===== src/rtl/dl_router_pkg.sv =====
// Download router shared types.
// Region tables are packed vectors sliced by region.
package dl_router_pkg;

  typedef enum logic [1:0] {
    IDLE,
    LOAD,
    DRAIN,
    DONE
  } state_t;

  localparam int PKW = 256;
  localparam int SLW = 64;

  function automatic logic [SLW-1:0] field(
    input logic [PKW-1:0] vec,
    input int             w,
    input int             r
  );
    logic [PKW-1:0] sh;
    logic [SLW-1:0] f;
    sh = vec >> (w * r);
    for (int i = 0; i < SLW; i++) begin
      f[i] = (i < w) ? sh[i] : 1'b0;
    end
    return f;
  endfunction

  function automatic logic [SLW-1:0] reg_idx(
    input logic [PKW-1:0] vec,
    input int             w,
    input int             r
  );
    return field(vec, w, r);
  endfunction

  function automatic logic [SLW-1:0] reg_base(
    input logic [PKW-1:0] vec,
    input int             w,
    input int             r
  );
    return field(vec, w, r);
  endfunction

  function automatic logic [SLW-1:0] reg_size(
    input logic [PKW-1:0] vec,
    input int             w,
    input int             r
  );
    return field(vec, w, r);
  endfunction

endpackage


===== src/rtl/dl_fifo.sv =====
// Small synchronous FIFO with occupancy count.
// Push while full is taken only when a pop happens.
module dl_fifo #(
  parameter int DEPTH = 4,
  parameter int W     = 8
) (
  input  logic                   clk,
  input  logic                   rst_n,
  input  logic                   push,
  input  logic [W-1:0]           wdata,
  input  logic                   pop,
  output logic [W-1:0]           rdata,
  output logic [$clog2(DEPTH):0] count,
  output logic                   full,
  output logic                   empty
);

  localparam int AW = $clog2(DEPTH);

  logic [W-1:0]  mem [DEPTH];
  logic [AW-1:0] wp;
  logic [AW-1:0] rp;
  logic          do_push;
  logic          do_pop;

  assign empty   = (count == '0);
  assign full    = (count == (AW+1)'(DEPTH));
  assign do_pop  = pop && !empty;
  assign do_push = push && (!full || do_pop);
  assign rdata   = mem[rp];

  // storage array, no reset needed
  always_ff @(posedge clk) begin
    if (do_push) mem[wp] <= wdata;
  end

  // pointers and occupancy
  always_ff @(posedge clk or negedge rst_n) begin
    if (!rst_n) begin
      wp    <= '0;
      rp    <= '0;
      count <= '0;
    end else begin
      if (do_push) wp <= wp + 1'b1;
      if (do_pop)  rp <= rp + 1'b1;
      case ({do_push, do_pop})
        2'b10:   count <= count + 1'b1;
        2'b01:   count <= count - 1'b1;
        default: count <= count;
      endcase
    end
  end

endmodule


===== src/rtl/dl_region_router.sv =====
// Routes ioctl download bytes into one of NREG regions.
// Buffered through a FIFO with valid/ready to memory.
module dl_region_router #(
  parameter int NREG   = 4,
  parameter int IDX_W  = 8,
  parameter int IN_AW  = 14,
  parameter int OUT_AW = 25,
  parameter int DW     = 8,
  parameter int DEPTH  = 4,
  parameter logic [NREG*IDX_W-1:0] REG_IDX =
    {8'd3, 8'd2, 8'd1, 8'd0},
  parameter logic [NREG*OUT_AW-1:0] REG_BASE =
    {25'h30000, 25'h20000, 25'h10000, 25'h0},
  parameter logic [NREG*(IN_AW+1)-1:0] REG_SIZE =
    {4{15'h4000}},
  parameter logic [NREG-1:0] RST_MASK = 4'b0001
) (
  input  logic                     clk_sys,
  input  logic                     reset_n,
  input  logic                     ioctl_download,
  input  logic                     ioctl_wr,
  input  logic [IN_AW-1:0]         ioctl_addr,
  input  logic [DW-1:0]            ioctl_dout,
  input  logic [IDX_W-1:0]         ioctl_index,
  output logic                     ioctl_wait,
  output logic [OUT_AW-1:0]        mem_addr,
  output logic [DW-1:0]            mem_data,
  output logic                     mem_valid,
  input  logic                     mem_ready,
  output logic                     cpu_reset_req,
  output logic                     load_done,
  output logic [$clog2(NREG)-1:0]  done_region,
  output logic [IN_AW:0]           bytes_loaded,
  output logic                     err_unmapped,
  output logic                     err_overflow
);

  import dl_router_pkg::*;

  localparam int RW = $clog2(NREG);
  localparam int CW = $clog2(DEPTH) + 1;
  localparam int FW = OUT_AW + DW;

  state_t state;
  state_t nstate;

  logic          dl_q;
  logic          rise;
  logic          enter;
  logic          hit_c;
  logic          hit_q;
  logic [RW-1:0] reg_c;
  logic [RW-1:0] reg_q;

  logic [IDX_W-1:0]  idx_a  [NREG];
  logic [OUT_AW-1:0] base_a [NREG];
  logic [IN_AW:0]    size_a [NREG];

  logic              wr_ld;
  logic              oob;
  logic              push;
  logic              pop;
  logic              drop_unm;
  logic              drop_ovf;
  logic              full;
  logic              empty;
  logic [CW-1:0]     count;
  logic [FW-1:0]     rdata;
  logic [OUT_AW-1:0] waddr;

  for (genvar g = 0; g < NREG; g++) begin : g_reg
    assign idx_a[g]  = IDX_W'(reg_idx(PKW'(REG_IDX), IDX_W, g));
    assign base_a[g] = OUT_AW'(reg_base(PKW'(REG_BASE), OUT_AW, g));
    assign size_a[g] = (IN_AW+1)'(reg_size(PKW'(REG_SIZE), IN_AW + 1, g));
  end

  // lowest-numbered matching region wins
  always_comb begin
    hit_c = 1'b0;
    reg_c = '0;
    for (int r = NREG - 1; r >= 0; r--) begin
      if (ioctl_index == idx_a[r]) begin
        hit_c = 1'b1;
        reg_c = RW'(r);
      end
    end
  end

  assign rise = ioctl_download && !dl_q;

  // next state and load-entry strobe
  always_comb begin
    nstate = state;
    enter  = 1'b0;
    unique case (state)
      IDLE: begin
        if (rise) begin
          nstate = LOAD;
          enter  = 1'b1;
        end
      end
      LOAD: begin
        if (!ioctl_download) nstate = DRAIN;
      end
      DRAIN: begin
        if (empty) nstate = DONE;
      end
      DONE: begin
        if (ioctl_download) begin
          nstate = LOAD;
          enter  = 1'b1;
        end else begin
          nstate = IDLE;
        end
      end
      default: nstate = IDLE;
    endcase
  end

  assign pop      = mem_valid && mem_ready;
  assign wr_ld    = ioctl_wr && (state == LOAD);
  assign oob      = {1'b0, ioctl_addr} >= size_a[reg_q];
  assign push     = wr_ld && hit_q && !oob && (!full || pop);
  assign drop_unm = wr_ld && !hit_q;
  assign drop_ovf = wr_ld && hit_q && (oob || (full && !pop));
  assign waddr    = base_a[reg_q] + OUT_AW'(ioctl_addr);

  dl_fifo #(
    .DEPTH (DEPTH),
    .W     (FW)
  ) u_fifo (
    .clk   (clk_sys),
    .rst_n (reset_n),
    .push  (push),
    .wdata ({waddr, ioctl_dout}),
    .pop   (pop),
    .rdata (rdata),
    .count (count),
    .full  (full),
    .empty (empty)
  );

  assign mem_valid = !empty;
  assign {mem_addr, mem_data} = mem_valid ? rdata : '0;
  assign load_done = (state == DONE);

  // state register and download edge history
  always_ff @(posedge clk_sys or negedge reset_n) begin
    if (!reset_n) begin
      state <= IDLE;
      dl_q  <= 1'b0;
    end else begin
      state <= nstate;
      dl_q  <= ioctl_download;
    end
  end

  // per-load region latch, status and cpu hold
  always_ff @(posedge clk_sys or negedge reset_n) begin
    if (!reset_n) begin
      reg_q         <= '0;
      hit_q         <= 1'b0;
      err_unmapped  <= 1'b0;
      err_overflow  <= 1'b0;
      bytes_loaded  <= '0;
      cpu_reset_req <= 1'b0;
    end else if (enter) begin
      reg_q         <= reg_c;
      hit_q         <= hit_c;
      err_unmapped  <= 1'b0;
      err_overflow  <= 1'b0;
      bytes_loaded  <= '0;
      cpu_reset_req <= hit_c && RST_MASK[reg_c];
    end else begin
      if (drop_unm) err_unmapped <= 1'b1;
      if (drop_ovf) err_overflow <= 1'b1;
      if (push && (bytes_loaded != '1)) begin
        bytes_loaded <= bytes_loaded + 1'b1;
      end
      if (state == DONE) cpu_reset_req <= 1'b0;
    end
  end

  // completion region and registered back-pressure
  always_ff @(posedge clk_sys or negedge reset_n) begin
    if (!reset_n) begin
      done_region <= '0;
      ioctl_wait  <= 1'b0;
    end else begin
      if ((state == DRAIN) && (nstate == DONE)) begin
        done_region <= reg_q;
      end
      ioctl_wait <= (count >= CW'(DEPTH - 1)) ||
                    (((state == DRAIN) || (state == DONE)) &&
                     ioctl_download);
    end
  end

endmodule


===== config.mk =====
export PLATFORM = sky130hd
export DESIGN_NAME = dl_region_router
export DESIGN_NICKNAME = d
export VERILOG_FILES = /design/src/rtl/dl_router_pkg.sv /design/src/rtl/dl_fifo.sv /design/src/rtl/dl_region_router.sv
export SDC_FILE = /design/constraint.sdc
export NUM_CORES = 1
export LEC_CHECK = 0
export ABC_AREA = 1
export BUFFER_PORTS_ARGS = -buffer_cell sky130_fd_sc_hd__buf_2
export CELL_PAD_IN_SITES_DETAIL_PLACEMENT = 1
export CELL_PAD_IN_SITES_GLOBAL_PLACEMENT = 2
export CORE_ASPECT_RATIO = 2
export CORE_MARGIN = 5
export CORE_UTILIZATION = 25
export DETAILED_ROUTE_END_ITERATION = 6
export GPL_TIMING_DRIVEN = 0
export MAX_ROUTING_LAYER = met4
export PLACE_DENSITY_LB_ADDON = 0.08
export RECOVER_POWER = 25
export SLEW_MARGIN = 25
export SYNTH_ARGS = -nofsm -noshare
export SYNTH_HDL_FRONTEND = slang
export SYNTH_SLANG_ARGS = --single-unit

===== constraint.sdc =====
create_clock -name clk_sys -period 3.3 [get_ports clk_sys]
set_input_delay 0.165 -clock clk_sys [delete_from_list [all_inputs] [get_ports clk_sys]]
set_output_delay 0.165 -clock clk_sys [all_outputs]
set_load 0.005 [all_outputs]

==> out/qor.yml, run 1 <==
syn_inst: 538
cts_tree: "yes"
synth_top_family_by_area: "simple AND/OR/NAND/NOR gates"
dp_hpwl_microns: 11400
fin_crit_ps: 2530
drt_iter0_markers: 130
synthFlopType: "edfxtp_1"
dieWidth_microns: 118
holdWs_ps: 39.1
grt_first_pass_wirelength_microns: 26600
fin_crit_sh_pct: 76.6
insertion_delay_ps: 420
synth.most_common_cell: "nor2_1"
ff2ff_path_depth: 6
status: "complete, no violations"
rsz0062_at_grt: "no"
wl_per_cell_microns: 16.7
cts-resized-gates: 0
cts_buffers: 17
crit_required_ps: 3130
postPlaceCellArea_sq_um: 6710
grt_pass1_vias: 4709
r2r_slack_ps: 950
fin_cells: 970
cp_slowest_cell: "nor3_2"
netlist.area_leader.share_pct: 49.7
synthSimpleGateAreaFrac_pct: 16.6
finalHoldViolCount: 0
clockRootBuffer: "clkbuf_16"
dieArea_sq_um: 26500
yosysSeqAreaShare_pct: 64.4
synth-xor-area-share_pct: 1.81
peakVddDrop_v: 0.000401
synth_compound_area_share_pct: 8.98
synth_edf_count: 96
setup_violations: 0
worst_pin_slew_ps: 848
final_nets: 722
cp.arrival_ps: 2360
tns_ps: 0
synthMuxAreaShare_pct: 0
grt_max_degree: 35
path_class: "reg -> out"
asyncSetResetFlopFracSynth_pct: 26.2
hp-class: "in -> reg"
path_max_fanout: 10
p_sw_uw: 2100
clk_pin_slew_worst_paths_ps: 50
nFillCells: 2575
crit_path_cell_trace: "nor3_2 -> clkbuf_1 -> a21oi_1 -> buf_2"
p_sw_share_pct: 36.0
clkPwrFrac_pct: 31.1
ant_nets: 0
syn_to_final_growth_pct: 29.4
dr_total_vias: 4236
initial_core_util_pct: 25.2
diodes: 0
r2r_start: "u_fifo.count[2]"
cts.sinks: 130
drv_slew: 0
placed_cells: 914
critPathLaunchType: "flip-flop"
reg2reg_to: "u_fifo.count[1]"
fp-row-count: 79
grt.total_usage_pct: 13.4
power_density_nw_per_um2: 778
yosysWarnings: 0
drc: 0
cpPeakStageDelay_ps: 700
slew-limit-headroom_pct: 43.5
synth_fa_ha_area_share_pct: 2.72
cp-end-kind: "primary output"
antenna_found_initial: 0
comb_power_share_pct: 34.3
fin_area_sq_um: 7500
htreeDepth: 4
synth_seq_cells: 130
gp_congestion: 0.719
synth_area_per_cell_sq_um: 10.8
clock.fmax_mhz: 396
io_pins: 91
seq_power_share_pct: 34.6
io_buffers: 81
startpoint: "u_fifo.count[2]"
p_int_uw: 3740
synthTopCellsByCount: "nor2_1 (119), edfxtp_1 (96), o21ai_0 (61)"
total_power_uw: 5840
synth_cell_types: 35
synth.top_cells.by_area: "edfxtp_1 (50%), dfrtp_1 (15%), nor2_1 (7.7%), o21ai_0 (5.3%), nand2_1 (3.5%)"
netlist_area_sq_um: 5800
clockBufferDepth: 2
cap_violations: 0
cellLeakagePower_uw: 0.00295
core_sq_um: 23000
finalWirelength_microns: 16200
grt-ovfl-total: 0
die_h_microns: 225
synth_top_area_cell: "edfxtp_1"
viasPerCell: 4.37
drt-pass1-iter-count: 4
endpoint: "mem_addr[6]"
fin_skew_ps: 7.15
drive_gt1_share_pct: 19.4
==> layer usage <==
layer,GRT usage [%],vias up,wire length [microns]
met5,-,-,0
met3,3.14,15,520
met2,21.8,77,8060
li1,-,2085,-
met1,16.5,2059,7380
met4,4.00,0,211
==> flip-flops by register name (all words and copies together) (netlist names), 2 cells and up <==
name	cells
done_region	2
u_fifo.count	3
bytes_loaded	15
u_fifo.mem	96
reg_q	2
state	2
u_fifo.wp	2
u_fifo.rp	2
==> power by group through the flow <==
| stage | combinational (uW) | clock, uW | sequential, uW |
|---|---|---|---|
| 2_1_floorplan | 1190 | 0 | 2030 |
| 3_3_place_gp | 2040 | 0 | 2060 |
| 3_5_place_dp | 2080 | 0 | 2060 |
| 4_1_cts | 2110 | 1880 | 2030 |
| 5_1_grt | 2350 | 1950 | 2040 |
| 6_report | 2000 | 1810 | 2020 |
==> cells in the final DEF, fill, tap and decap left out, types with 4 or more instances in the layout <==
master	instances
buf_2	65
nand3_1	14
nor2_1	115
o21ai_0	61
dfrtp_1	34
nand3_2	4
a21oi_1	28
dlygate4sd3_1	25
xor2_1	11
clkbuf_1	35
buf_4	11
edfxtp_1	96
conb_1	9
clkbuf_16	17
nand2_1	54
ha_1	11
nor2_4	5
nand4_1	12
inv_1	33
inv_2	4
o21bai_1	4
==> how the worst min path moves through the flow <==
stage,start,endpoint,slack [ps],cells after the start
floorplan,reset_n,bytes_loaded[0],-130,0
global placement,reset_n,bytes_loaded[1],350,1
detailed placement,reset_n,bytes_loaded[1],350,1
finish,ioctl_index[0],reg_q[0],40,3
global route,ioctl_index[0],cpu_reset_req,50,4
CTS,ioctl_index[0],reg_q[0],10,3
==> per-stage QoR <==
stage,setup slack (ps),util (%)
2_1_floorplan,812,-
3_3_place_gp,-468,28.6
3_5_place_dp,879,29.2
4_1_cts,608,32.7
5_1_grt,509,32.6
6_report,772,32.6
==> critical path: cells and delay by family (launching register included) <==
family / cells / cell delay (ps)
buf+inv: 2 / 720
simple gates: 1 / 700
compound gates: 1 / 120
flops: 1 / 410
==> cell type report <==
| cell class | count | area (sq um) | area share, % |
|---|---|---|---|
| clock buffers | 18 | 429 | 5.72 |
| well taps | 283 | 354 | 4.72 |
| multi-input cells | 348 | 1810 | 24.1 |
| flip-flops and latches | 130 | 3730 | 49.8 |
| repair buffers | 110 | 726 | 9.67 |
| clock inverters | 13 | 136 | 1.82 |
| plain buffers | 30 | 173 | 2.30 |
| inverters | 38 | 143 | 1.90 |
==> what timing repair did <==
item                      CTS  global route
setup buffers               0             0
hold endpoints to repair  124             0
hold buffers               25             0
==> cells by family after synthesis <==
kind of cell | after synthesis
compound gates | 100
xor+xnor | 12
fa+ha+maj | 12
buf+inv | 68
flops | 130
other cells | 1
simple gates | 215
Note: power is estimated with default switching activity, not from simulation.
==> run 2, diff against run 1 <==
ABC_AREA = 0   (was 1)
clock period = 2.06 ns   (was 3.3 ns; I/O delays follow)
==> run 2 against run 1 <==
Clock power increased by 75%; sequential share of layout area decreased by 0.34 points; hold slack got worse by 1.3 ps; sequential power increased by 52%; synthesized cell count decreased by 37%; combinational power increased by 35%; synthesized area decreased by 4.1%.
==> out/qor.yml, run 2 <==
clockBufferDepth: 2
drt_iter0_markers: 69
power_density_nw_per_um2: 1180
io_pins: 91
viasPerCell: 4.33
reg.largest.list: "u_fifo.mem: 96 flops, bytes_loaded: 15 flops, u_fifo.count: 3 flops"
r2r_start: "state[1]"
drc: 0
clk_pin_slew_worst_paths_ps: 50
hold_start: "ioctl_index[7]"
slew-limit-headroom_pct: 42.7
synth.top_cells.by_area: "edfxtp_1 (52%), dfrtp_1 (15%), mux4_2 (9.7%), and2_1 (3.3%), ha_1 (2.5%)"
yosysWarnings: 0
clockRootBuffer: "clkbuf_16"
critPathLaunchType: "flip-flop"
diodes: 0
holdWs_ps: 37.8
cp.arrival_ps: 1860
grt-ovfl-total: 0
cts.sinks: 130
cellLeakagePower_uw: 0.00294
synth_cell_types: 47
fp-row-count: 77
grt_first_pass_wirelength_microns: 22600
netlist_area_sq_um: 5560
io_buffers: 81
htreeDepth: 4
insertion_delay_ps: 410
utilization_pct: 34.3
fin_crit_sh_pct: 95.1
status: "complete, no violations"
antenna_found_initial: 0
final_nets: 545
grt_pass1_vias: 3923
synth.most_common_cell: "edfxtp_1"
yosysSeqAreaShare_pct: 67.2
drive_gt1_share_pct: 37.0
asyncSetResetFlopFracSynth_pct: 26.2
path_max_fanout: 9
rsz0062_at_grt: "yes"
cap_violations: 0
final_common_cell: "edfxtp_1"
hp-class: "in -> reg"
syn_to_final_growth_pct: 36.1
postPlaceCellArea_sq_um: 6360
grt.total_usage_pct: 12.5
dieArea_sq_um: 25500
peakVddDrop_v: 0.000465
worst_pin_slew_ps: 859
clock.fmax_mhz: 510
ff2ff_path_depth: 11
synth_seq_cells: 130
die_h_microns: 221
finalWirelength_microns: 14500
synth_top_area_cell: "edfxtp_1"
crit_required_ps: 1960
dieWidth_microns: 115
netlist.area_leader.share_pct: 51.9
cts_tree: "yes"
hold_end: "hit_q"
fin_skew_ps: 11.4
core_sq_um: 22100
gp_congestion: 0.728
wl_per_cell_microns: 18.5
grt_max_degree: 35
initial_core_util_pct: 25.2
nFillCells: 2348
drt-pass1-iter-count: 5
synthTopCellsByCount: "edfxtp_1 (96), dfrtp_1 (34), and2_1 (29)"
cp-end-kind: "primary output"
syn_inst: 340
dp_hpwl_microns: 9360
finalHoldViolCount: 0
reg2reg_to: "u_fifo.count[2]"
synth_area_per_cell_sq_um: 16.3
dr_total_vias: 3409
mostFrequentLayoutCells: "edfxtp_1 (96), buf_2 (62), dfrtp_1 (31)"
regMostFlops: "u_fifo.mem"
r2r_slack_ps: 100
synth_edf_count: 96
largest_register_ffs: 96
setup_violations: 0
path_class: "reg -> out"
drv_slew: 0
fin_area_sq_um: 7560
cts_buffers: 17
synthFlopType: "edfxtp_1"
ant_nets: 0
min_path_cells: 3
fin_crit_ps: 1960
## run 2: cell count changes in the layout (fill, tap and decap cells not counted), moves of 14 or more
cell,before,now
clkbuf_1,35,21
inv_1,33,9
a21oi_1,28,7
and2_1,0,23
mux4_2,0,24
buf_4,11,29
o21ai_0,61,5
nor2_1,115,22
nand2_1,54,7
## run 2: final cells by class
type	count	area (sq um)	share of cell area (%)
tap	276	345	4.57
multi-input combinational	191	1820	24.1
timing repair buffer	126	803	10.6
clock buffer	18	429	5.68
clock inverter	14	193	2.55
inverter	12	47.5	0.629
sequential	130	3740	49.4
buffer	20	184	2.43
## run 2: critical path: stages, from the launching register on
cell,delay [ps]
dfrtp_1,370
buf_12,140
buf_12,150
mux4_2,490
and2_1,170
buf_2,120
## run 2: cell families (layout without fill, tap and decap cells)
family                     count (synthesis)  after routing  share of synthesized area (%)
muxes                                     27             27                           10.3
buffers and inverters                     33            190                           3.13
adders and majority gates                 12             12                           2.84
and+or+nand+nor                           95            101                           10.7
AOI/OAI and AO/OA                         23             23                           2.72
xor gates and xnor gates                  19             19                           2.99
DFF                                      130            130                           67.2
other                                      1              9                         0.0675
## run 2: worst max path at each step
stage | cells past startpoint | startpoint | endpoint | slack (ps)
floorplan | 11 | state[1] | u_fifo.count[2] | 3
global placement | 6 | state[1] | u_fifo.mem[2][20] | -470
global route | 11 | state[1] | u_fifo.count[2] | -50
detailed placement | 6 | state[1] | u_fifo.mem[1][19] | -480
CTS | 5 | u_fifo.rp[0] | mem_addr[2] | 5
finish | 5 | u_fifo.rp[0] | mem_addr[16] | 100
## run 2: power breakdown
group,internal [uW],switching [uW]
combinational,1490,1210
sequential,2950,119
clock,2120,1050
total,6560,2380
## run 2: metal layers
| metal | wire (microns) | track usage [%] | vias up |
|---|---|---|---|
| met3 | 502 | 2.49 | 7 |
| met4 | 125 | 4.51 | 0 |
| met5 | 0 | - | - |
| li1 | - | - | 1577 |
| met1 | 4980 | 11.8 | 1752 |
| met2 | 8920 | 24.0 | 73 |
## run 2: timing repair
item | in CTS | in global routing
pin swaps | 9 | 6
gates resized for setup | 43 | 9
hold buffers | 27 | 0
gates cloned | 6 | 1
buffers inserted | 6 | 11
hold endpoints to repair | 127 | 0
setup endpoints to repair | 131 | 98
## run 2: stage by stage
| step | std cells | total power (uW) | setup TNS [ps] | setup slack (ps) |
|---|---|---|---|---|
| floorplan | 348 | 4490 | 0 | 3.20 |
| global placement | 705 | 5300 | -48440 | -473 |
| global route | 787 | 9480 | -48.8 | -48.8 |
| CTS | 775 | 8900 | 0 | 4.80 |
| detailed placement | 705 | 5340 | -49110 | -481 |
| finish | 787 | 8940 | 0 | 100 |
